<file path="config.mk">
export PLATFORM = sky130hd
export DESIGN_NAME = axi_lite_uart_regs_flat
export DESIGN_NICKNAME = d
export VERILOG_FILES = /design/src/rtl/axi_lite_pkg.sv /design/src/rtl/axi_lite_if.sv /design/src/rtl/sync_fifo.sv /design/src/rtl/axi_lite_uart_regs.sv /design/src/flat_wrapper.sv
export SDC_FILE = /design/constraint.sdc
export NUM_CORES = 1
export LEC_CHECK = 0
export CAP_MARGIN = 15
export CORE_ASPECT_RATIO = 0.6
export CORE_MARGIN = 8
export CORE_UTILIZATION = 45
export CTS_BUF_LIST = sky130_fd_sc_hd__clkbuf_8
export DETAILED_ROUTE_END_ITERATION = 7
export GPL_ROUTABILITY_DRIVEN = 0
export PLACE_DENSITY = 0.88
export SETUP_SLACK_MARGIN = 0.15
export SYNTH_ARGS = -nofsm -noshare
export SYNTH_HDL_FRONTEND = slang
export SYNTH_SLANG_ARGS = --single-unit
export TNS_END_PERCENT = 1
</file>
<file path="constraint.sdc">
create_clock -name clk -period 2.25 [get_ports clk]
set_input_delay 0.225 -clock clk [delete_from_list [all_inputs] [get_ports clk]]
set_output_delay 0.225 -clock clk [all_outputs]
set_load 0.02 [all_outputs]
</file>
<file path="src/rtl/axi_lite_pkg.sv">
// Shared AXI-lite response/strobe types plus the UART register map used by
// the interface, the register block and the testbench.
package axi_lite_pkg;

    typedef enum logic [1:0] {
        RESP_OKAY   = 2'b00,
        RESP_EXOKAY = 2'b01,
        RESP_SLVERR = 2'b10,
        RESP_DECERR = 2'b11
    } resp_t;

    typedef logic [3:0] strb_t;

    localparam logic [7:0] OFS_TXDATA = 8'h00;
    localparam logic [7:0] OFS_RXDATA = 8'h04;
    localparam logic [7:0] OFS_STATUS = 8'h08;
    localparam logic [7:0] OFS_CTRL   = 8'h0C;
    localparam logic [7:0] OFS_BAUD   = 8'h10;

    localparam int ST_TX_FULL    = 0;
    localparam int ST_TX_EMPTY   = 1;
    localparam int ST_RX_FULL    = 2;
    localparam int ST_RX_OVERRUN = 3;

    localparam int CTRL_TX_EN    = 0;
    localparam int CTRL_OVR_CLR  = 1;

    typedef enum logic [2:0] {
        REG_TXDATA,
        REG_RXDATA,
        REG_STATUS,
        REG_CTRL,
        REG_BAUD,
        REG_NONE
    } reg_sel_t;

    // Takes the word index addr[7:2]; byte-lane and high address bits never matter.
    function automatic reg_sel_t decode_reg(input logic [5:0] word);
        reg_sel_t sel;
        case ({word, 2'b00})
            OFS_TXDATA: sel = REG_TXDATA;
            OFS_RXDATA: sel = REG_RXDATA;
            OFS_STATUS: sel = REG_STATUS;
            OFS_CTRL:   sel = REG_CTRL;
            OFS_BAUD:   sel = REG_BAUD;
            default:    sel = REG_NONE;
        endcase
        return sel;
    endfunction

endpackage

</file>
<file path="src/rtl/axi_lite_if.sv">
// AXI-lite bundle with 32-bit address/data; master drives requests,
// slave drives readies and responses.
interface axi_lite_if;
    import axi_lite_pkg::*;

    logic [31:0] awaddr;
    logic        awvalid;
    logic        awready;
    logic [31:0] wdata;
    strb_t       wstrb;
    logic        wvalid;
    logic        wready;
    resp_t       bresp;
    logic        bvalid;
    logic        bready;
    logic [31:0] araddr;
    logic        arvalid;
    logic        arready;
    logic [31:0] rdata;
    resp_t       rresp;
    logic        rvalid;
    logic        rready;

    modport master (
        output awaddr, awvalid, wdata, wstrb, wvalid, bready, araddr, arvalid, rready,
        input  awready, wready, bresp, bvalid, arready, rdata, rresp, rvalid
    );

    modport slave (
        input  awaddr, awvalid, wdata, wstrb, wvalid, bready, araddr, arvalid, rready,
        output awready, wready, bresp, bvalid, arready, rdata, rresp, rvalid
    );

endinterface

</file>
<file path="src/rtl/sync_fifo.sv">
// Single-clock FIFO with first-word-fall-through head; head reads 0 when empty.
// Push/pop requests are qualified internally against pre-cycle full/empty.
module sync_fifo #(
    parameter int WIDTH = 8,
    parameter int DEPTH = 4
) (
    input  logic             clk,
    input  logic             rst_n,
    input  logic             push,
    input  logic [WIDTH-1:0] push_data,
    input  logic             pop,
    output logic [WIDTH-1:0] head,
    output logic             full,
    output logic             empty
);

    localparam int AW = $clog2(DEPTH);

    logic [WIDTH-1:0] mem_reg [DEPTH];
    logic [AW:0]      wr_ptr_reg;
    logic [AW:0]      rd_ptr_reg;
    logic             push_ok;
    logic             pop_ok;

    // Extra pointer bit distinguishes wrapped-full from empty.
    assign empty   = (wr_ptr_reg == rd_ptr_reg);
    assign full    = (wr_ptr_reg[AW] != rd_ptr_reg[AW]) &&
                     (wr_ptr_reg[AW-1:0] == rd_ptr_reg[AW-1:0]);
    assign push_ok = push && !full;
    assign pop_ok  = pop && !empty;
    assign head    = empty ? '0 : mem_reg[rd_ptr_reg[AW-1:0]];

    always_ff @(posedge clk) begin
        if (push_ok) begin
            mem_reg[wr_ptr_reg[AW-1:0]] <= push_data;
        end
    end

    always_ff @(posedge clk or negedge rst_n) begin
        if (!rst_n) begin
            wr_ptr_reg <= '0;
            rd_ptr_reg <= '0;
        end else begin
            if (push_ok) begin
                wr_ptr_reg <= wr_ptr_reg + (AW+1)'(1);
            end
            if (pop_ok) begin
                rd_ptr_reg <= rd_ptr_reg + (AW+1)'(1);
            end
        end
    end

endmodule

</file>
<file path="src/rtl/axi_lite_uart_regs.sv">
// AXI-lite register front end for a UART: TX byte FIFO, 1-byte RX holding
// register with sticky overrun, control and baud divisor registers.
module axi_lite_uart_regs
    import axi_lite_pkg::*;
#(
    parameter int          TX_DEPTH = 4,
    parameter logic [15:0] BAUD_RST = 16'd434
) (
    input  logic        clk,
    input  logic        rst_n,
    axi_lite_if.slave   axi,
    output logic [7:0]  tx_data,
    output logic        tx_valid,
    input  logic        tx_ready,
    input  logic [7:0]  rx_data,
    input  logic        rx_valid,
    output logic [15:0] baud_div
);

    logic        live_reg;
    logic        aw_latched_reg;
    reg_sel_t    aw_sel_reg;
    logic        w_latched_reg;
    logic [15:0] wdata_reg;
    logic [1:0]  wstrb_reg;
    logic        bvalid_reg;
    resp_t       bresp_reg;
    resp_t       bresp_next;
    logic        rvalid_reg;
    resp_t       rresp_reg;
    resp_t       rresp_next;
    logic [31:0] rdata_reg;
    logic [31:0] rdata_next;
    logic        tx_en_reg;
    logic        rx_full_reg;
    logic        rx_overrun_reg;
    logic [7:0]  rx_byte_reg;

    logic        aw_hs, w_hs, b_hs, ar_hs, r_hs, write_fire;
    logic        fifo_push, fifo_pop, fifo_full, fifo_empty;
    logic [7:0]  fifo_head;
    logic        ctrl_we, ovr_clr, ovr_set, rx_read;
    logic [1:0]  baud_we;
    logic [7:0]  baud_lane [2];
    reg_sel_t    ar_sel;
    logic        unused_bits;

    // Readies stay low through reset and for the first clock after release.
    assign axi.awready = live_reg && !aw_latched_reg && !bvalid_reg;
    assign axi.wready  = live_reg && !w_latched_reg && !bvalid_reg;
    assign axi.arready = live_reg && !rvalid_reg;
    assign axi.bvalid  = bvalid_reg;
    assign axi.bresp   = bresp_reg;
    assign axi.rvalid  = rvalid_reg;
    assign axi.rresp   = rresp_reg;
    assign axi.rdata   = rdata_reg;

    assign aw_hs      = axi.awvalid && axi.awready;
    assign w_hs       = axi.wvalid && axi.wready;
    assign b_hs       = bvalid_reg && axi.bready;
    assign ar_hs      = axi.arvalid && axi.arready;
    assign r_hs       = rvalid_reg && axi.rready;
    assign write_fire = aw_latched_reg && w_latched_reg && !bvalid_reg;
    assign ar_sel     = decode_reg(axi.araddr[7:2]);
    assign rx_read    = ar_hs && (ar_sel == REG_RXDATA);

    assign unused_bits = ^{axi.awaddr[31:8], axi.awaddr[1:0], axi.araddr[31:8],
                           axi.araddr[1:0], axi.wdata[31:16], axi.wstrb[3:2]};

    assign tx_valid = !fifo_empty && tx_en_reg;
    assign tx_data  = fifo_head;
    assign fifo_pop = tx_valid && tx_ready;

    sync_fifo #(
        .WIDTH (8),
        .DEPTH (TX_DEPTH)
    ) u_tx_fifo (
        .clk       (clk),
        .rst_n     (rst_n),
        .push      (fifo_push),
        .push_data (wdata_reg[7:0]),
        .pop       (fifo_pop),
        .head      (fifo_head),
        .full      (fifo_full),
        .empty     (fifo_empty)
    );

    always_comb begin
        bresp_next = RESP_OKAY;
        fifo_push  = 1'b0;
        ctrl_we    = 1'b0;
        ovr_clr    = 1'b0;
        baud_we    = 2'b00;
        if (write_fire) begin
            case (aw_sel_reg)
                REG_TXDATA: begin
                    if (wstrb_reg[0]) begin
                        if (fifo_full) begin
                            bresp_next = RESP_SLVERR;
                        end else begin
                            fifo_push = 1'b1;
                        end
                    end
                end
                REG_RXDATA, REG_STATUS: bresp_next = RESP_SLVERR;
                REG_CTRL: begin
                    ctrl_we = wstrb_reg[0];
                    ovr_clr = wstrb_reg[0] && wdata_reg[CTRL_OVR_CLR];
                end
                REG_BAUD: baud_we = wstrb_reg;
                default:  bresp_next = RESP_DECERR;
            endcase
        end
    end

    always_comb begin
        rdata_next = '0;
        rresp_next = RESP_OKAY;
        case (ar_sel)
            REG_TXDATA: rresp_next = RESP_SLVERR;
            REG_RXDATA: begin
                if (rx_full_reg) begin
                    rdata_next[7:0] = rx_byte_reg;
                end else begin
                    rresp_next = RESP_SLVERR;
                end
            end
            REG_STATUS: begin
                rdata_next[ST_TX_FULL]    = fifo_full;
                rdata_next[ST_TX_EMPTY]   = fifo_empty;
                rdata_next[ST_RX_FULL]    = rx_full_reg;
                rdata_next[ST_RX_OVERRUN] = rx_overrun_reg;
            end
            REG_CTRL: rdata_next[CTRL_TX_EN] = tx_en_reg;
            REG_BAUD: rdata_next[15:0] = baud_div;
            default:  rresp_next = RESP_DECERR;
        endcase
    end

    always_ff @(posedge clk or negedge rst_n) begin
        if (!rst_n) begin
            live_reg       <= 1'b0;
            aw_latched_reg <= 1'b0;
            aw_sel_reg     <= REG_NONE;
            w_latched_reg  <= 1'b0;
            wdata_reg      <= '0;
            wstrb_reg      <= '0;
            bvalid_reg     <= 1'b0;
            bresp_reg      <= RESP_OKAY;
        end else begin
            live_reg <= 1'b1;
            if (aw_hs) begin
                aw_latched_reg <= 1'b1;
                aw_sel_reg     <= decode_reg(axi.awaddr[7:2]);
            end
            if (w_hs) begin
                w_latched_reg <= 1'b1;
                wdata_reg     <= axi.wdata[15:0];
                wstrb_reg     <= axi.wstrb[1:0];
            end
            if (write_fire) begin
                bvalid_reg <= 1'b1;
                bresp_reg  <= bresp_next;
            end else if (b_hs) begin
                bvalid_reg     <= 1'b0;
                bresp_reg      <= RESP_OKAY;
                aw_latched_reg <= 1'b0;
                w_latched_reg  <= 1'b0;
            end
        end
    end

    always_ff @(posedge clk or negedge rst_n) begin
        if (!rst_n) begin
            rvalid_reg <= 1'b0;
            rresp_reg  <= RESP_OKAY;
            rdata_reg  <= '0;
        end else if (ar_hs) begin
            rvalid_reg <= 1'b1;
            rresp_reg  <= rresp_next;
            rdata_reg  <= rdata_next;
        end else if (r_hs) begin
            rvalid_reg <= 1'b0;
        end
    end

    // A read accepted in the same cycle frees the slot, so the new byte is taken.
    assign ovr_set = rx_valid && rx_full_reg && !rx_read;

    always_ff @(posedge clk or negedge rst_n) begin
        if (!rst_n) begin
            rx_full_reg    <= 1'b0;
            rx_byte_reg    <= '0;
            rx_overrun_reg <= 1'b0;
            tx_en_reg      <= 1'b1;
        end else begin
            if (rx_valid && !ovr_set) begin
                rx_byte_reg <= rx_data;
                rx_full_reg <= 1'b1;
            end else if (rx_read) begin
                rx_full_reg <= 1'b0;
            end
            rx_overrun_reg <= ovr_set || (rx_overrun_reg && !ovr_clr);
            if (ctrl_we) begin
                tx_en_reg <= wdata_reg[CTRL_TX_EN];
            end
        end
    end

    genvar gi;
    generate
        for (gi = 0; gi < 2; gi++) begin : g_baud_lane
            logic [7:0] lane_reg;
            always_ff @(posedge clk or negedge rst_n) begin
                if (!rst_n) begin
                    lane_reg <= BAUD_RST[gi*8 +: 8];
                end else if (baud_we[gi]) begin
                    lane_reg <= wdata_reg[gi*8 +: 8];
                end
            end
            assign baud_lane[gi] = lane_reg;
        end
    endgenerate

    assign baud_div = {baud_lane[1], baud_lane[0]};

endmodule
</file>
<file path="src/flat_wrapper.sv">
// flat-port wrapper written by rule: the top's interface ports become plain ports
module axi_lite_uart_regs_flat import axi_lite_pkg::*;
#(
    parameter int          TX_DEPTH = 4,
    parameter logic [15:0] BAUD_RST = 16'd434
)
  (clk, rst_n, tx_data, tx_valid, tx_ready, rx_data, rx_valid, baud_div, axi_awaddr, axi_awvalid, axi_wdata, axi_wstrb, axi_wvalid, axi_bready, axi_araddr, axi_arvalid, axi_rready, axi_awready, axi_wready, axi_bresp, axi_bvalid, axi_arready, axi_rdata, axi_rresp, axi_rvalid);
  axi_lite_if axi_i ();
  input  logic clk;
  input  logic rst_n;
  output logic [7:0] tx_data;
  output logic tx_valid;
  input  logic tx_ready;
  input  logic [7:0] rx_data;
  input  logic rx_valid;
  output logic [15:0] baud_div;
  input wire logic [$bits(axi_i.awaddr)-1:0] axi_awaddr;
  input wire logic [$bits(axi_i.awvalid)-1:0] axi_awvalid;
  input wire logic [$bits(axi_i.wdata)-1:0] axi_wdata;
  input wire logic [$bits(axi_i.wstrb)-1:0] axi_wstrb;
  input wire logic [$bits(axi_i.wvalid)-1:0] axi_wvalid;
  input wire logic [$bits(axi_i.bready)-1:0] axi_bready;
  input wire logic [$bits(axi_i.araddr)-1:0] axi_araddr;
  input wire logic [$bits(axi_i.arvalid)-1:0] axi_arvalid;
  input wire logic [$bits(axi_i.rready)-1:0] axi_rready;
  output wire logic [$bits(axi_i.awready)-1:0] axi_awready;
  output wire logic [$bits(axi_i.wready)-1:0] axi_wready;
  output wire logic [$bits(axi_i.bresp)-1:0] axi_bresp;
  output wire logic [$bits(axi_i.bvalid)-1:0] axi_bvalid;
  output wire logic [$bits(axi_i.arready)-1:0] axi_arready;
  output wire logic [$bits(axi_i.rdata)-1:0] axi_rdata;
  output wire logic [$bits(axi_i.rresp)-1:0] axi_rresp;
  output wire logic [$bits(axi_i.rvalid)-1:0] axi_rvalid;
  assign axi_i.awaddr = axi_awaddr;
  assign axi_i.awvalid = axi_awvalid;
  assign axi_i.wdata = axi_wdata;
  assign axi_i.wstrb = axi_wstrb;
  assign axi_i.wvalid = axi_wvalid;
  assign axi_i.bready = axi_bready;
  assign axi_i.araddr = axi_araddr;
  assign axi_i.arvalid = axi_arvalid;
  assign axi_i.rready = axi_rready;
  assign axi_awready = axi_i.awready;
  assign axi_wready = axi_i.wready;
  assign axi_bresp = axi_i.bresp;
  assign axi_bvalid = axi_i.bvalid;
  assign axi_arready = axi_i.arready;
  assign axi_rdata = axi_i.rdata;
  assign axi_rresp = axi_i.rresp;
  assign axi_rvalid = axi_i.rvalid;
  axi_lite_uart_regs #(.TX_DEPTH(TX_DEPTH), .BAUD_RST(BAUD_RST)) u_core (.clk(clk), .rst_n(rst_n), .axi(axi_i), .tx_data(tx_data), .tx_valid(tx_valid), .tx_ready(tx_ready), .rx_data(rx_data), .rx_valid(rx_valid), .baud_div(baud_div));
endmodule
</file>
# Yosys cells after proc, flatten, opt, wreduce, memory -nomap -nowiden
# Memories as Yosys holds them, arrays and structs flattened.
# Index checks and enable logic that the tools add are counted.
# classes
n_eq_ne,19
muxes,39
add_sub_neg,2
n_reduce_logical,43
# op_table
operator,count
$pmux W3 S5,2
$eq A6 B2 Y1 const B,4
$mux W8,3
$logic_and A1 B1 Y1,23
$mux W1,22
$mux W2,7
$eq A3 B2 Y1 const B,4
$eq A6 B1 Y1 const B,2
$eq A6 B3 Y1 const B,2
$logic_not A6 Y1,2
$pmux W2 S3,2
$logic_not A1 Y1,9
$pmux W3 S3,1
$pmux W4 S2,1
$add A3 B1 Y3 const B,2
$eq A3 B1 Y1 const B,2
$eq A3 B3 Y1 const B,2
$logic_not A3 Y1,2
$reduce_bool A2 Y1,3
$pmux W1 S4,1
$reduce_or A2 Y1,2
$eq A3 B3 Y1,1
$reduce_or A3 Y1,1
$eq A2 B2 Y1,1
2 further kinds,2
# word_totals
memories,1
out_inout_bits,66
ramBits,32
elab_cells,123
in_bits,117
reg_bits,79
# memory_table
name,depth,word_bits,read_ports,rd_clocked_by_memory_dff,wr,line,source
u_core.u_tx_fifo.mem_reg,4,8,1,0,1,sync_fifo.sv:19,logic [WIDTH-1:0] mem_reg [DEPTH];

# Depth between registers and ports, before layout
# Gate-level depths: netlist of run 1.
# depth
depth_word,9
depth_mapped,7
mapped_depth_nobuf,4

# By module
# A second synthesis of run 1 with hierarchy kept.
# hier_totals
cells_unflattened,364
hier_area_um2,4971.0
# modules_own_cells
mod,seq_area_each_um2,area_each_um2,instances,cells_per_inst
axi_lite_uart_regs,1836.8,3250.6,1,269
sync_fifo,1111.1,1720.4,1,95

# Worst setup path before layout of run 1
# Ideal clock, no wire load.
# synth_path
kind,reg2reg
start,"register u_core.bvalid_reg, in the netlist u_core.axi.bvalid"
end,memory u_core.u_tx_fifo.mem_reg[2][0] (enable)
required_time_ns,1.918
setup_time_ns,0.332
period_less_slack_ns,2.086
n_path_buf,0
setup_slack_ns,0.164
arrival_time_ns,1.754
stages_incl_launch_ff,5
path_cell_list,dfrtp_1 nand3b_1 nor3_1 and3b_1 and2_1
# synth_via
elab_chain_cells,6
# synth_lines
element,line,source
from (decl),axi_lite_uart_regs.sv:26,logic bvalid_reg;
from (signal assigned),axi_lite_uart_regs.sv:148,bvalid_reg <= 1'b0;
from (signal assigned),axi_lite_uart_regs.sv:162,bvalid_reg <= 1'b1;
from (signal assigned),axi_lite_uart_regs.sv:165,bvalid_reg <= 1'b0;
$logic_not A1 Y1,axi_lite_uart_regs.sv:63,assign write_fire = aw_latched_reg && w_latched_reg && !bvalid_reg;
$logic_and A1 B1 Y1,axi_lite_uart_regs.sv:63,
$mux W1,axi_lite_uart_regs.sv:94,if (write_fire) begin
$logic_and A1 B1 Y1,sync_fifo.sv:29,assign push_ok = push && !full;
$mux W1,sync_fifo.sv:34,if (push_ok) begin
$mux W1 (implied by the code),sync_fifo.sv:35,mem_reg[wr_ptr_reg[AW-1:0]] <= push_data;
to (decl),sync_fifo.sv:19,
# Every way passes these cells.

# Final worst setup path of run 1
# layout_path
start,register u_core.u_tx_fifo.rd_ptr_reg[0]
end,output tx_data[5]
# layout_via
elab_chain_cells,2
elab_cells_between_ends,3
classes_between,eq/ne (1); mux (1); memory (1)
# layout_lines
element,line,source
from (decl),sync_fifo.sv:21,logic [AW:0] rd_ptr_reg;
from (signal assigned),sync_fifo.sv:48,rd_ptr_reg <= rd_ptr_reg + (AW+1)'(1);
$mem_v2 Z4 W8 / $eq A3 B3 Y1 (equally long branches),--,
$mux W8 *,sync_fifo.sv:31,assign head = empty ? '0 : mem_reg[rd_ptr_reg[AW-1:0]];
to (decl),flat_wrapper.sv:11,output logic [7:0] tx_data;
# Mark *: on every way between the ends. The rest lies on a longest branch, timed or not.

==> impl_metrics.toml, run 1 <==
[timing]
fmax_mhz = 479
setup_viol = 0
tightest_slew_ns = 0.502
relSlewSlack_pct = 66.5
drv_slew = 0
final-hold-violation-count = 0
worst_slack_ns = 0.160
period_minus_slack_ns = 2.09
tns_ns = 0
fin_crit_sh_pct = 92.9
fin_worst_skew_ns = 0.0119
rsz0062_at_grt = "yes"

[worst_setup_path]
crit_path_top_delay_cell = "dfrtp_1"
cp_max_fo = 4
cpPeakStageDelay_ns = 0.41
critPathBufInv = 3
critPathTopFamily = "buffers and inverters"
cp.required_ns = 2.03
worstPathCellList = "buf_6 > xor2_2 > nor3b_2 > buf_4 > nor2b_1 > clkdlybuf4s15_1"
arrival_ns = 1.86
crit_path_end_kind = "output port"
crit_type = "flip-flop to output port"
cp-start-kind = "flip-flop"

[placement]
port_buffers = 96
post-place-ws_ns = 0.126
dp_hpwl_um = 8360

[logic_synthesis]
synth_seq_cells = 111
syn_area_per_cell_um2 = 13.5
synth_area_um2 = 4780
synth_top_area_share_pct = 37.2
synth_top_flop_cell = "dfrtp_1"
yosys_warnings = 0
yosysTopAreaCell = "dfrtp_1"
synth-seq-area-share_pct = 61.7
synth_cell_type_count = 47
netlist_top_cells_area = "dfrtp_1 37%, edfxtp_1 20%, mux2_2 10%, dfstp_2 4.4%, mux4_2 3.8%"
synth_cells = 355
synth_edf_count = 32
async_flop_share_pct = 71.2

[route]
wirelength_um = 11100
viasPerCell = 5.16
firstDrtPassIters = 5
drtAntennaViolNets = 0
drtIter0Drc = 151
drc = 0
vias = 3191
avgRoutedWirePerCell_um = 17.9

[clock_tree]
insertion_delay_ns = 0.37
cts_buffers = 9
path_clk_slew_ns = 0.10
cts_tree = "built"
clockBufferDepth = 2
cts_sinks = 111
htree_num_levels = 3
clockRootBuffer = "clkbuf_8"

[grt]
grt_util_all_layers_pct = 15.7
antenna_found_initial = 0
overflow = 0
grt_pass1_wl_um = 17300
grt_pass1_vias = 3371
grt_max_degree = 43

[finish]
antennaDiodeCount = 0
largest_reg_flops = 32
drive_above_1_share_pct = 24.8
layout.area.seq_um2 = 2950
multi_input_area_um2 = 1670
final_nets = 596
final_util_pct = 59.5
syn2layout_area_growth_pct = 30.2
nFillCells = 811

[floorplan]
core_um2 = 10500
initial_core_util_pct = 45.7
die_y_um = 95.8
die-area_um2 = 14300
boundaryPins = 183
num_rows = 29
die_w_um = 149

[min_path]
hold_class = "primary input to asynchronous set/reset pin"

[power]
power.density_nw_per_um2 = 1030
power_leakage_nw = 2.61
vdd_drop_max_mv = 0.565

[run]
cap_viol_max_count = 0

[outcome]
outcome = "complete, no violations"
==> layer usage <==
metal | share of wire, % | routed length (um) | vias to the layer above | track usage (%)
met1 | 43 | 4810 | 1577 | 19.5
met2 | 47 | 5170 | 135 | 25.6
met3 | 8.7 | 960 | 14 | 5.45
met5 | 0 | 0 | - | 0
met4 | 1.1 | 124 | 0 | 5.01
li1 | - | - | 1465 | -
==> final timing paths <==
| kind | endpoint | from | depth (start not counted) | slack (ns) |
|---|---|---|---|---|
| worst max-delay path | tx_data[5] | u_core.u_tx_fifo.rd_ptr_reg[0]$_DFFE_PN0P_ | 6 | 0.16 |
| worst min-delay path | u_core.wdata_reg[10]$_DFFE_PN0P_ | rst_n | 2 | 0.36 |
| worst max register to register | u_core.u_tx_fifo.mem_reg[0][6]$_DFFE_PP_ | u_core.u_tx_fifo.rd_ptr_reg[0]$_DFFE_PN0P_ | 7 | 0.36 |
| worst min register to register | u_core.axi.rdata[11]$_DFFE_PN0P_ | u_core.axi.rdata[11]$_DFFE_PN0P_ | 2 | 0.48 |
| max in group asynchronous | u_core.g_baud_lane[0].lane_reg[4]$_DFFE_PN1P_ | rst_n | 3 | 1.23 |
| min in group clk | u_core.axi.rvalid$_DFFE_PN0P_ | axi_rready | 2 | 0.41 |
==> synthesized netlist by cell type (all sizes together), types with 3 or more instances <==
library cell	count
buf	21
a211oi	3
xnor2	3
inv	9
dfstp	8
edfxtp	32
nand3	12
clkbuf	9
o21ai	12
nor3	5
a31oi	4
and2	5
nor2	16
a221oi	8
xor2	5
nor2b	10
mux2	44
dfrtp	71
mux4	8
nand2	38
ha	5
nor3b	4
==> worst reg2reg max path, delay by kind of cell, from the launching register on <==
kind,cells,cell delay [ns]
simple gates,3,0.53
flops,1,0.41
xor+xnor,1,0.17
buf+inv,3,0.47
==> logic make-up (layout without fill, tap and decap cells) <==
group,count (synthesis),after routing,synth area share (%)
AO/OA/AOI/OAI,35,35,5.24
XOR/XNOR,8,8,1.47
adder cells (fa/ha/maj),5,5,1.31
buffers and inverters,39,148,4.69
flip-flops,111,111,61.7
multiplexers,52,52,14.1
other,2,17,0.157
AND/OR/NAND/NOR,103,103,11.3
==> placed cells by master (no fill, tap or decap), types with 5 or more instances in the layout <==
| cell type | netlist | final |
|---|---|---|
| dfrtp_1 | 71 | 71 |
| and2_1 | 5 | 5 |
| conb_1 | 2 | 17 |
| nor2b_1 | 10 | 10 |
| mux4_2 | 8 | 8 |
| edfxtp_1 | 32 | 32 |
| mux2_2 | 44 | 44 |
| clkbuf_2 | 1 | 6 |
| nand2_1 | 37 | 37 |
| dfstp_2 | 8 | 8 |
| nand3_1 | 10 | 10 |
| buf_4 | 16 | 23 |
| inv_1 | 9 | 11 |
| o21ai_0 | 12 | 12 |
| clkdlybuf4s50_1 | 0 | 86 |
| nor2_1 | 16 | 16 |
| clkbuf_8 | 1 | 10 |
| ha_1 | 5 | 5 |
| a221oi_1 | 8 | 8 |
==> report_power, final <==
group          internal, W  switching, W
Clock             0.000656      0.000649
Combinational      0.00107       0.00100
Sequential         0.00263      0.000405
==> stage by stage <==
stage / instances / hold slack, ns / area [um2] / total power (W)
CTS: 613 / 0.346 / 6180 / 0.00633
floorplan: 370 / -0.0706 / 4830 / 0.00407
detailed placement: 595 / 0.224 / 5950 / 0.00506
global route: 618 / 0.395 / 6220 / 0.00674
global placement: 595 / 0.217 / 5950 / 0.00496
finish: 618 / 0.356 / 6220 / 0.00641
==> cell type report <==
type | instances | area share, %
clock buffers | 10 | 2.21
clock inverters | 6 | 1.37
multi-input cells | 220 | 26.9
flip-flops and latches | 111 | 47.4
repair buffers | 123 | 18.8
inverters | 9 | 0.543
well taps | 139 | 2.80
==> timing repair <==
item | 4_1_cts | 5_1_grt
endpoints found under the hold margin | 31 | 0
gates cloned | 0 | 1
endpoints found under the setup margin | 9 | 10
hold buffers | 1 | 0
buffers inserted | 1 | 4
pin swaps | 0 | 1
resized for setup | 10 | 26
Power figures use the tool's default switching activity.
==> inputs of run 2 (changes only) <==
--- a/config.mk
+++ b/config.mk
@@ -6,14 +6,16 @@
 export NUM_CORES = 1
 export LEC_CHECK = 0
 export CAP_MARGIN = 15
-export CORE_ASPECT_RATIO = 0.6
+export CORE_ASPECT_RATIO = 1.1
 export CORE_MARGIN = 8
 export CORE_UTILIZATION = 45
 export CTS_BUF_LIST = sky130_fd_sc_hd__clkbuf_8
 export DETAILED_ROUTE_END_ITERATION = 7
 export GPL_ROUTABILITY_DRIVEN = 0
 export PLACE_DENSITY = 0.88
+export REMOVE_ABC_BUFFERS = 1
 export SETUP_SLACK_MARGIN = 0.15
+export SLEW_MARGIN = 40
 export SYNTH_ARGS = -nofsm -noshare
 export SYNTH_HDL_FRONTEND = slang
 export SYNTH_SLANG_ARGS = --single-unit
==> run 2 against run 1 <==
Against the previous run: die area down 0.74%; sequential power about the same; first-iteration DRC count up 38%; final area shrank 1.4%; combinational power is 5% lower; wire length down 2.8%; clock skew grew 0.0011 ns.
==> impl_metrics.toml, run 2 (synthesis gave the netlist of run 1 again) <==
[outcome]
outcome = "complete, no violations"

[timing]
period_minus_slack_ns = 2.11
rsz0062_at_grt = "yes"
fin_worst_skew_ns = 0.0129
final-hold-violation-count = 0
setup_viol = 0
relSlewSlack_pct = 51.9
fin_crit_sh_pct = 93.8
tns_ns = 0
tightest_slew_ns = 0.721
fmax_mhz = 474
drv_slew = 0

[grt]
grt_max_degree = 80
overflow = 0
grt_util_all_layers_pct = 15.5
grt_pass1_wl_um = 17000
grt_pass1_vias = 3448
antenna_found_initial = 0

[worst_setup_path]
cp_max_fo = 8
arrival_ns = 1.89
cpPeakStageDelay_ns = 0.49
crit_type = "flip-flop to output port"
worstPathCellList = "buf_8 > mux4_2 > nor2b_1 > dlygate4sd2_1"
r2r_setup_slack_ns = 0.29
crit_path_start = "u_core.u_tx_fifo.rd_ptr_reg[0]$_DFFE_PN0P_"
worstReg2RegEnd = "u_core.u_tx_fifo.mem_reg[2][1]$_DFFE_PP_"
critPathBufInv = 2
r2r-start = "u_core.axi.bvalid$_DFFE_PN0P_"
cp.required_ns = 2.03
critPathTopFamily = "multiplexers"
crit_path_end_kind = "output port"
r2r_cells = 4
cp-start-kind = "flip-flop"
crit_cells = 4
endpoint = "tx_data[3]"
crit_path_top_delay_cell = "mux4_2"

[floorplan]
initial_core_util_pct = 46.2
die_w_um = 114
die_y_um = 124
core_um2 = 10300
die-area_um2 = 14200
boundaryPins = 183
num_rows = 39

[clock_tree]
cts_tree = "built"
clockBufferDepth = 2
insertion_delay_ns = 0.37
clockRootBuffer = "clkbuf_8"
path_clk_slew_ns = 0.11
cts_sinks = 111
cts_buffers = 9
htree_num_levels = 3

[route]
vias = 3069
drc = 0
drtAntennaViolNets = 0
wirelength_um = 10800
drtIter0Drc = 209
viasPerCell = 5.01
firstDrtPassIters = 4
avgRoutedWirePerCell_um = 17.6

[finish]
nFillCells = 840
final_util_pct = 59.3
antennaDiodeCount = 0
final_nets = 586
largest_reg_flops = 32
final_cell_mix = "86 x clkdlybuf4s50_1, 70 x dfrtp_1, 44 x mux2_2"
syn2layout_area_growth_pct = 28.4
final_common_cell = "clkdlybuf4s50_1"
drive_above_1_share_pct = 22.4

[power]
vdd_drop_max_mv = 0.429
power_leakage_nw = 2.55
power.density_nw_per_um2 = 1000

[min_path]
hold_class = "primary input to asynchronous set/reset pin"

[run]
cap_viol_max_count = 0

[placement]
dp_hpwl_um = 8200
port_buffers = 96
==> run 2: changes by cell type in the layout (fill, tap and decap cells not counted), moves of 3 or more <==
cell / change
buf_4: -9
clkbuf_2: -5
clkdlybuf4s15_1: +3
dlygate4sd2_1: +3
==> run 2: layout make-up <==
type	instances	area [um2]	share of cell area [%]
inverters	9	33.8	0.551
repair buffers	113	1090	17.9
well taps	143	179	2.92
clock buffers	9	124	2.02
multi-input cells	220	1670	27.3
clock inverters	7	78.8	1.29
flip-flops and latches	111	2950	48.1
==> run 2: worst min-delay path by stage <==
stage                          start                                    endpoint  slack, ns  cells after the start
after global placement         rst_n  u_core.u_tx_fifo.rd_ptr_reg[2]$_DFFE_PN0P_       0.43                      1
final                          rst_n  u_core.u_tx_fifo.rd_ptr_reg[2]$_DFFE_PN0P_       0.41                      2
after detailed placement       rst_n  u_core.u_tx_fifo.rd_ptr_reg[0]$_DFFE_PN0P_       0.30                      1
after CTS                 axi_rready               u_core.axi.rvalid$_DFFE_PN0P_       0.39                      2
after floorplan                rst_n             u_core.aw_latched_reg$_DFF_PN0_      -0.07                      0
after global routing      axi_rready               u_core.axi.rvalid$_DFFE_PN0P_       0.39                      2
==> run 2: metal layers <==
metal | up-vias | wire, um | global-route usage (%) | share of wire [%]
met5 | - | 0 | 0 | 0
met4 | 0 | 179 | 5.41 | 1.7
met3 | 19 | 747 | 5.14 | 6.9
met2 | 100 | 5770 | 28.0 | 54
met1 | 1505 | 4070 | 16.7 | 38
li1 | 1445 | - | - | -
==> run 2: worst register-to-register path: stages, from the launching register on <==
cell and delay (ns):
dfrtp_1 0.45, nand3b_1 0.21, nor3_1 0.27, and3b_1 0.30, and2_1 0.40
==> run 2: metrics by stage <==
stage / hold slack, ns / total power (W) / instance area, um2 / setup slack (ns) / std cells
floorplan: -0.0706 / 0.00401 / 4640 / 0.0279 / 340
global placement: 0.433 / 0.00493 / 5890 / 0.156 / 594
detailed placement: 0.305 / 0.00505 / 5900 / 0.138 / 594
CTS: 0.389 / 0.00617 / 6110 / 0.0567 / 611
global route: 0.389 / 0.00650 / 6130 / 0.0655 / 612
finish: 0.409 / 0.00615 / 6130 / 0.140 / 612
==> run 2: power breakdown <==
group / internal, W / leakage [nW] / total (W) / switching, W
Combinational: 0.00101 / 1.19 / 0.00196 / 0.000951
Sequential: 0.00263 / 1.26 / 0.00303 / 0.000400
Clock: 0.000442 / 0.102 / 0.00116 / 0.000722
==> run 2: what timing repair did <==
item / 4_1_cts / 5_1_grt
setup endpoints to repair: 9 / 24
hold buffers: 1 / 0
buffers inserted: 0 / 1
gates resized for setup: 12 / 10
hold endpoints to repair: 71 / 0
==> inputs of run 3 (changes only) <==
--- a/config.mk
+++ b/config.mk
@@ -8,14 +8,13 @@
 export CAP_MARGIN = 15
 export CORE_ASPECT_RATIO = 1.1
 export CORE_MARGIN = 8
-export CORE_UTILIZATION = 45
+export CORE_UTILIZATION = 25
 export CTS_BUF_LIST = sky130_fd_sc_hd__clkbuf_8
 export DETAILED_ROUTE_END_ITERATION = 7
 export GPL_ROUTABILITY_DRIVEN = 0
-export PLACE_DENSITY = 0.88
+export PLACE_DENSITY = 0.58
 export REMOVE_ABC_BUFFERS = 1
 export SETUP_SLACK_MARGIN = 0.15
-export SLEW_MARGIN = 40
 export SYNTH_ARGS = -nofsm -noshare
 export SYNTH_HDL_FRONTEND = slang
 export SYNTH_SLANG_ARGS = --single-unit
==> constraint.sdc (replaced) <==
create_clock -name clk -period 1.93 [get_ports clk]
set_input_delay 0.193 -clock clk [delete_from_list [all_inputs] [get_ports clk]]
set_output_delay 0.193 -clock clk [all_outputs]
set_load 0.02 [all_outputs]
==> run 3 against run 2 <==
Against the previous run: the run now ends with setup timing left; clock power is 16% higher; sequential cell count stayed put; final area is 5.1% higher; largest cell class unchanged; critical endpoint is now tx_data[6]; final cell count is 20% higher; clock skew is 0.0063 ns lower.
==> impl_metrics.toml, run 3 (synthesis gave the netlist of run 1 again) <==
[outcome]
outcome = "finished with violations"
violations = "setup timing"

[route]
firstDrtPassIters = 4
avgRoutedWirePerCell_um = 16.6
wirelength_um = 12200
drtAntennaViolNets = 0
viasPerCell = 4.26
drc = 0
vias = 3131
drtIter0Drc = 134

[finish]
nFillCells = 1880
final_common_cell = "clkdlybuf4s50_1"
final_nets = 605
stdcell_area_um2 = 6440
syn2layout_area_growth_pct = 34.9
drive_above_1_share_pct = 29.1
antennaDiodeCount = 0
largest_reg_flops = 32
final_cell_mix = "78 x clkdlybuf4s50_1, 71 x dfrtp_1, 44 x mux2_2"

[timing]
setup_viol = 8
worst_slack_ns = -0.0938
final-hold-violation-count = 0
tns_ns = -0.457
fmax_mhz = 494
fin_worst_skew_ns = 0.00669
period_minus_slack_ns = 2.02
rsz0062_at_grt = "yes"
fin_crit_sh_pct = 105
drv_slew = 0

[power]
power_frac_seq_pct = 48.0
swShare_pct = 34.1
vdd_drop_max_mv = 0.416
pwr-share-clk_pct = 18.3
power_leakage_nw = 2.67
p_total_w = 0.00736
p_int_w = 0.00485
combinationalPowerShare_pct = 33.7
power.density_nw_per_um2 = 1140
p_sw_w = 0.00251

[run]
cap_viol_max_count = 0

[clock_tree]
insertion_delay_ns = 0.38
clockBufferDepth = 2
htree_num_levels = 3
clockRootBuffer = "clkbuf_8"
path_clk_slew_ns = 0.10
cts_tree = "built"
cts_sinks = 111
cts_buffers = 9

[worst_setup_path]
arrival_ns = 1.83
crit_type = "flip-flop to output port"
cp.required_ns = 1.74
crit_path_end_kind = "output port"
cp-start-kind = "flip-flop"
worstPathCellList = "buf_6 > xor2_2 > nor3b_2 > buf_4 > buf_6 > nor2b_1 > buf_4"
cpPeakStageDelay_ns = 0.43
cp_max_fo = 6
crit_path_top_delay_cell = "dfrtp_1"
critPathBufInv = 4
critPathTopFamily = "buffers and inverters"

[grt]
overflow = 0
grt_max_degree = 33
grt_pass1_vias = 3451
grt_pass1_wl_um = 19400
antenna_found_initial = 0
grt_util_all_layers_pct = 10.5

[floorplan]
num_rows = 53
die-area_um2 = 23800
die_y_um = 161
core_um2 = 18900
boundaryPins = 183
initial_core_util_pct = 25.3
die_w_um = 148

[min_path]
hold_class = "primary input to asynchronous set/reset pin"

[placement]
port_buffers = 96
dpl-instance-area_um2 = 6200
dp_hpwl_um = 9210
==> run 3: final cells by class <==
| cell class | instances | area [um2] | area share [%] |
|---|---|---|---|
| Multi-Input combinational cell | 220 | 1720 | 26.6 |
| Sequential cell | 111 | 2950 | 45.7 |
| Clock inverter | 7 | 62.6 | 0.971 |
| Tap cell | 247 | 309 | 4.80 |
| Inverter | 9 | 33.8 | 0.524 |
| Timing Repair Buffer | 132 | 1250 | 19.4 |
| Clock buffer | 9 | 124 | 1.92 |
==> run 3: final timing paths <==
path	cells past startpoint	start	slack, ns	end
min reg2reg	2	u_core.axi.rdata[14]$_DFFE_PN0P_	0.48	u_core.axi.rdata[14]$_DFFE_PN0P_
max reg2reg	7	u_core.u_tx_fifo.rd_ptr_reg[0]$_DFFE_PN0P_	0.06	u_core.u_tx_fifo.mem_reg[2][0]$_DFFE_PP_
min	2	rst_n	0.35	u_core.axi.bresp[1]$_DFFE_PN0P_
min in group clk	2	axi_rready	0.38	u_core.axi.rvalid$_DFFE_PN0P_
max in group asynchronous	3	rst_n	0.91	u_core.g_baud_lane[1].lane_reg[0]$_DFFE_PN1P_
max	7	u_core.u_tx_fifo.rd_ptr_reg[0]$_DFFE_PN0P_	-0.09	tx_data[6]
==> run 3: repair_timing <==
item,in CTS,in global routing
pin swaps,1,1
hold buffers,1,0
resized for setup,67,14
endpoints found under the hold margin,26,0
setup buffers,2,0
endpoints found under the setup margin,59,50
==> run 3: worst register-to-register path, cell delays in order, from the launching register on <==
cell and delay, ns:
dfrtp_1 0.43, buf_6 0.14, xor2_2 0.18, buf_4 0.14
nor3_2 0.16, and3b_2 0.27, and2_1 0.19, buf_12 0.14
==> run 3: power by group through the flow <==
stage	clock network [W]	registers, W	logic (W)
5_1_grt	0.00152	0.00363	0.00269
4_1_cts	0.00142	0.00354	0.00251
2_1_floorplan	0	0.00369	0.000987
3_5_place_dp	0	0.00357	0.00247
3_3_place_gp	0	0.00353	0.00242
6_report	0.00135	0.00353	0.00248
==> run 3: per-layer routing <==
metal	up-vias	share of wire (%)	global-route usage [%]
met5	-	0	0
met4	0	1.3	3.34
met3	12	5.8	3.22
met2	78	52	18.6
met1	1559	41	12.0
li1	1482	-	-
==> run 3: per-stage QoR <==
| step | hold slack [ns] | cells | setup WS, ns | util [%] |
|---|---|---|---|---|
| final | 0.347 | 735 | -0.0938 | 34.1 |
| after floorplan | -0.103 | 340 | -0.292 | - |
| after global placement | 0.171 | 716 | -0.130 | 32.8 |
| after global routing | 0.354 | 735 | -0.196 | 34.1 |
| after CTS | 0.336 | 735 | -0.153 | 34.0 |
| after detailed placement | 0.179 | 716 | -0.149 | 32.8 |
